[src/rtl/yarp_alu_issue.sv]
// Operand issue stage for yarp_execute: owns the RV32I register file, registers operands/op_sel,
// and writes back the one-cycle-late ALU result. Optional macro YARP_ISSUE_FWD_EN enables S2 forwarding.
module yarp_alu_issue #(
    parameter logic [31:0] REG_INIT = 32'h0,
    parameter int          ALU_LAT  = 1
) (
    input  logic        clk,
    input  logic        reset_n,
    input  logic        instr_valid_i,
    output logic        instr_ready_o,
    input  logic [4:0]  rs1_i,
    input  logic [4:0]  rs2_i,
    input  logic [4:0]  rd_i,
    input  logic [31:0] imm_i,
    input  logic        use_imm_i,
    input  logic [3:0]  op_i,
    input  logic        flush_i,
    output logic [31:0] opr_a_o,
    output logic [31:0] opr_b_o,
    output logic [3:0]  op_sel_o,
    input  logic [31:0] alu_res_i,
    output logic        wb_valid_o,
    output logic [4:0]  wb_rd_o,
    output logic [31:0] wb_data_o
);

    generate
        if (ALU_LAT != 1) begin : g_lat_check
            $error("yarp_alu_issue: only ALU_LAT == 1 is supported");
        end
    endgenerate

    // Handshake: an instruction transfers on a rising edge where instr_valid_i and
    // instr_ready_o are both high; while ready is low the decoder holds its inputs stable.

    logic [31:0] r_regs [1:31];

    logic        r_s1_valid;
    logic [4:0]  r_s1_rd;
    logic [31:0] r_opr_a;
    logic [31:0] r_opr_b;
    logic [3:0]  r_op_sel;

    logic        r_s2_valid;
    logic [4:0]  r_s2_rd;

    logic        w_haz_s1;
    logic        w_haz_s2;
    logic        w_accept;
    logic        w_wr_en;
    logic [31:0] w_rs1_val;
    logic [31:0] w_rs2_val;
    logic [31:0] w_opr_b;

    // Operand A resolution: x0, then in-flight S2 result, then the array.
    always_comb begin
        w_rs1_val = '0;
        if (rs1_i == 5'd0) begin
            w_rs1_val = '0;
        end
`ifdef YARP_ISSUE_FWD_EN
        else if (r_s2_valid && (r_s2_rd == rs1_i)) begin
            w_rs1_val = alu_res_i;
        end
`endif
        else begin
            w_rs1_val = r_regs[rs1_i];
        end
    end

    always_comb begin
        w_rs2_val = '0;
        if (rs2_i == 5'd0) begin
            w_rs2_val = '0;
        end
`ifdef YARP_ISSUE_FWD_EN
        else if (r_s2_valid && (r_s2_rd == rs2_i)) begin
            w_rs2_val = alu_res_i;
        end
`endif
        else begin
            w_rs2_val = r_regs[rs2_i];
        end
    end

    assign w_opr_b = use_imm_i ? imm_i : w_rs2_val;

    // S1 result is not available until S2, so a dependent read must wait one cycle.
    assign w_haz_s1 = r_s1_valid && (r_s1_rd != 5'd0) &&
                      ((r_s1_rd == rs1_i) || (!use_imm_i && (r_s1_rd == rs2_i)));

`ifdef YARP_ISSUE_FWD_EN
    assign w_haz_s2 = 1'b0;
`else
    assign w_haz_s2 = r_s2_valid && (r_s2_rd != 5'd0) &&
                      ((r_s2_rd == rs1_i) || (!use_imm_i && (r_s2_rd == rs2_i)));
`endif

    assign instr_ready_o = !flush_i && !w_haz_s1 && !w_haz_s2;
    assign w_accept      = instr_valid_i && instr_ready_o;
    assign w_wr_en       = r_s2_valid && !flush_i && (r_s2_rd != 5'd0);

    always_ff @(posedge clk or negedge reset_n) begin
        if (!reset_n) begin
            r_s1_valid <= 1'b0;
            r_s1_rd    <= '0;
            r_opr_a    <= '0;
            r_opr_b    <= '0;
            r_op_sel   <= '0;
            r_s2_valid <= 1'b0;
            r_s2_rd    <= '0;
        end else begin
            r_s1_valid <= w_accept;
            if (w_accept) begin
                r_s1_rd  <= rd_i;
                r_opr_a  <= w_rs1_val;
                r_opr_b  <= w_opr_b;
                r_op_sel <= op_i;
            end
            r_s2_valid <= r_s1_valid && !flush_i;
            r_s2_rd    <= r_s1_rd;
        end
    end

    always_ff @(posedge clk or negedge reset_n) begin
        if (!reset_n) begin
            for (int i = 1; i < 32; i++) begin
                r_regs[i] <= REG_INIT;
            end
        end else if (w_wr_en) begin
            r_regs[r_s2_rd] <= alu_res_i;
        end
    end

    assign opr_a_o    = r_opr_a;
    assign opr_b_o    = r_opr_b;
    assign op_sel_o   = r_op_sel;
    // Flush suppresses a writeback that is already on the bus this cycle.
    assign wb_valid_o = r_s2_valid && !flush_i;
    assign wb_rd_o    = r_s2_rd;
    assign wb_data_o  = alu_res_i;

endmodule

[config.mk]
export PLATFORM = sky130hd
export DESIGN_NAME = yarp_alu_issue
export DESIGN_NICKNAME = d
export VERILOG_FILES = /design/src/rtl/yarp_alu_issue.sv
export SDC_FILE = /design/constraint.sdc
export NUM_CORES = 2
export LEC_CHECK = 0
export ABC_AREA = 1
export CAP_MARGIN = 20
export CORE_UTILIZATION = 39
export DETAILED_ROUTE_END_ITERATION = 10
export DONT_BUFFER_PORTS = 1
export GPL_TIMING_DRIVEN = 0
export PLACE_DENSITY = 0.58
export SYNTH_ARGS = -nofsm -noshare
export SYNTH_HDL_FRONTEND = slang
export SYNTH_SLANG_ARGS = --single-unit
export TNS_END_PERCENT = 20
[constraint.sdc]
create_clock -name clk -period 2.7 [get_ports clk]
set_input_delay 0.675 -clock clk [delete_from_list [all_inputs] [get_ports clk]]
set_output_delay 0.675 -clock clk [all_outputs]
set_load 0.05 [all_outputs]
==> parameters.txt <==
Parameter                              Value

Status
  Outcome    finished, violations left
  Failing checks    setup timing

Critical path
  CP Max Fanout    10
  Endpoint of the worst register-to-register path    opr_a_o[15]
  Worst EP arrival    4.09 ns
  Cell depth of the worst flop-to-flop path    12
  Critical Path Start Type    flip-flop
  Worst-case register-to-register setup slack    -0.67 ns
  CP endpoint kind    flip-flop
  Classification of the worst setup path    flip-flop to flip-flop
  Beginning of the worst register-to-register path    wb_rd_o[1]
  Critical path required time    approximately 3.4 ns

Global route
  Overall overflow remaining after global route    0
  M3 GR Usage    around 15%
  Via count of the first global-routing pass    ~60000
  Antenna violations before repair    32
  Global Route met1 Usage    a little under three fifths
  Maximum number of pins on one net before global-route repair    1073
  All-layer global routing usage    a little over two fifths
  GR peak layer    met2
  Global-route wire length before repair    around 470000 µm
  GRT met2 Usage    between 60% and 70%

Power and ir drop
  Internal Dissipation    around 30 mW
  Leakage power of the design    31.8 nW
  Part of the total power dissipated in sequential elements    approximately two fifths
  Overall power after layout    45.2 mW
  Peak supply drop    ~640 µV
  Switching part of the total    33.6%
  Combinational fraction of design power    17.7%
  Proportion of power drawn by the clock network    40.4%
  Reported net switching power    15.2 mW
  Pwr Density    654 nW/µm²

Place
  Placed standard-cell area    between 60000 and 70000 µm²
  Final HPWL from detailed placement    around 250000 µm
  Number of cells after detailed placement    10688
  Worst slack, placed    -1.76 ns
  Routability cong.    ~1.1
  Count of port buffers added during placement    0

STA
  Tightest hold margin    0.0178 ns
  Final worst setup slack    -0.668 ns
  Clock period minus worst slack    3.37 ns
  Final clock period utilization by the worst path    125%
  Max-Slew Margin vs Limit    under 10%
  Final max-slew violation count    0
  Final Setup Violations    531
  Total negative slack    -43.25 ns
  RSZ-0062 raised after global routing    yes
  Layout Skew    0.0221 ns
  Timing-limited maximum frequency    roughly 300 MHz
  Final Hold Fails    0
  Actual slew at the worst max-slew pin    1.41 ns

Routing
  Average wire per cell in the routed design    between 30 and 40 µm
  Vias    65644
  Drt initial violations    9914
  Number of iterations in the first detailed-routing pass    7
  Routed via count divided by cell count    about 6.0
  DRC errors left    0
  Post-Route WL    ~340000 µm
  Antenna-violating nets left    0

Synthesis
  Ranking of synthesized cells by area    sky130_fd_sc_hd__dfrtp_1 (45%), sky130_fd_sc_hd__nand2_1 (15%), sky130_fd_sc_hd__nand3_1 (12%), sky130_fd_sc_hd__o21ai_0 (7.1%), sky130_fd_sc_hd__inv_1 (5.4%)
  Post-synthesis instance area    about 60000 µm²
  Distinct cell type count after synthesis    26
  Flop and latch count out of synthesis    between 1000 and 1500
  Syn Inst Count    about 8600
  Area share of the largest cell type after synthesis    approximately 45%
  Share of synthesized area occupied by flip-flops and latches    approximately 45%
  Net count after synthesis    a little under 9000
  Post-synthesis average cell area    approximately 7.0 µm²
  Total of warnings raised by yosys    0
  Top cell type by total area after synthesis    sky130_fd_sc_hd__dfrtp_1

Finish
  Final standard cell utilization of the core    45.3%
  Number of non-filler instances in the completed layout    about 11000
  Fraction of final layout cells with drive strength greater than 1    under 10%
  Most frequent cells in the layout    sky130_fd_sc_hd__nand2_1 (2387), sky130_fd_sc_hd__nand3_1 (1418), sky130_fd_sc_hd__dfrtp_1 (1067)
  Area of all placed cells without fillers    around 69000 µm²
  Most frequent standard cell in the layout excluding fill and tap cells    sky130_fd_sc_hd__nand2_1
  Nets    between 8000 and 9000
  Syn-to-layout area delta    15.0%

Hold path
  Start point of the worst min-delay path    alu_res_i[18]
  Hold Crit Class    input pin to flip-flop
  Min-Delay Path Depth    2
  Terminating pin of the worst hold path    r_regs[82]

Floorplanning
  Count of boundary I/O pins    slightly below 200
  Initial Utilization    between 30% and 40%
  Die boundary width    394 µm
  Number of placement rows    143
  Total die area    156000 µm²
  Overall die height    about 390 µm
  Core region area    152000 µm²

Clocking
  Number of buffers on the longest clock path    3
  Root buffer cell    sky130_fd_sc_hd__clkbuf_16
  # clock sinks    ~1100
  Clock Latency Late Sink    roughly 0.79 ns
  Number of H-tree levels    4
  Number of clock buffers inserted by TritonCTS    130
  Clock transition at the registers of the reported paths    around 0.060 ns
  TritonCTS clock tree    done

Job
  Number of max-cap violations    0
==> worst max path at each step <==
stage	start	to	slack, ns	depth (start not counted)
after detailed placement	rs1_i[0]	opr_a_o[12]	-1.76	13
after floorplan	wb_rd_o[0]	instr_ready_o	0.24	8
final	wb_rd_o[1]	opr_a_o[15]	-0.67	12
after CTS	wb_rd_o[0]	instr_ready_o	-0.57	10
after global routing	wb_rd_o[0]	instr_ready_o	-0.66	10
after global placement	rs2_i[1]	opr_b_o[0]	-2.99	11
==> critical path: stages (launching register included) <==
cell and delay [ns]:
sky130_fd_sc_hd__dfrtp_4 0.61, sky130_fd_sc_hd__buf_6 0.20, sky130_fd_sc_hd__nor2_4 0.35, sky130_fd_sc_hd__nand2_2 0.14, sky130_fd_sc_hd__nand2_1 0.08, sky130_fd_sc_hd__inv_1 0.04
sky130_fd_sc_hd__nand2_2 0.09, sky130_fd_sc_hd__nand3_4 0.12, sky130_fd_sc_hd__nor2_1 0.43, sky130_fd_sc_hd__buf_4 0.33, sky130_fd_sc_hd__buf_2 0.38, sky130_fd_sc_hd__nand2_1 0.36
sky130_fd_sc_hd__nand2_1 0.13
==> power by group through the flow <==
stage / combinational [mW] / clock, mW / sequential [mW]
global route: 8.46 / 18.9 / 19.0
detailed placement: 7.11 / 0 / 19.1
finish: 8.02 / 18.2 / 18.9
global placement: 6.89 / 0 / 19.1
floorplan: 4.21 / 0 / 18.8
CTS: 7.26 / 18.2 / 18.9
==> cells by family (layout without fill, tap and decap cells) <==
kind of cell	after synthesis	after routing	share of synthesized area [%]
compound gates	1883	1883	15.9
xor+xnor	9	9	0.131
buf+inv	1626	1964	10.6
flops	1072	1072	44.7
other cells	0	14	0
simple gates	4007	4007	28.7
==> synthesized netlist by cell type <==
library cell and number:
sky130_fd_sc_hd__xor2_1 7, sky130_fd_sc_hd__nor2_2 3, sky130_fd_sc_hd__clkbuf_1 546, sky130_fd_sc_hd__nor4_4 2, sky130_fd_sc_hd__nand2_1 2404, sky130_fd_sc_hd__nand4_1 4
sky130_fd_sc_hd__o211ai_1 14, sky130_fd_sc_hd__nand2_4 9, sky130_fd_sc_hd__inv_2 13, sky130_fd_sc_hd__dfrtp_1 1072, sky130_fd_sc_hd__o21ai_0 853, sky130_fd_sc_hd__nor3_2 5
sky130_fd_sc_hd__a21oi_1 386, sky130_fd_sc_hd__inv_1 870, sky130_fd_sc_hd__a31oi_1 82, sky130_fd_sc_hd__xnor2_1 2, sky130_fd_sc_hd__or2_2 110, sky130_fd_sc_hd__nand3_1 1420
sky130_fd_sc_hd__clkinv_1 1, sky130_fd_sc_hd__nand2_2 2, sky130_fd_sc_hd__buf_1 62, sky130_fd_sc_hd__buf_2 102, sky130_fd_sc_hd__nor2_1 48, sky130_fd_sc_hd__buf_4 32
sky130_fd_sc_hd__o31ai_1 1, sky130_fd_sc_hd__o21ai_1 547
==> registers in the layout, summed over array words and instances, names as in the netlist <==
| signal | count |
|---|---|
| op_sel_o | 4 |
| opr_a_o | 32 |
| opr_b_o | 32 |
| r_regs | 992 |
| r_s1_rd | 5 |
| r_s1_valid | 1 |
| r_s2_valid | 1 |
| wb_rd_o | 5 |
==> layout make-up <==
cell class	instances	area [µm²]
repair buffers	111	1610
clock buffers	185	3740
multi-input cells	5899	27000
well taps	2030	2540
fillers	15957	83400
flip-flops and latches	1072	26800
clock inverters	44	542
plain buffers	740	3410
diodes	14	35.0
inverters	884	3330
==> metal layers <==
layer / vias to the layer above / wire, µm
met5: - / 199
met4: 30 / 23500
met3: 1029 / 45100
met2: 4603 / 140000
met1: 31588 / 132000
li1: 28394 / -
==> timing repair <==
action | CTS | global route
hold buffers | 33 | 2
hold endpoints to repair | 1127 | 62
pin swaps | 13 | 7
gates cloned | 0 | 0
endpoints found under the setup margin | 1033 | 880
buffers inserted | 7 | 2
resized for setup | 208 | 74
No activity file was read; power rests on OpenSTA's default activity.
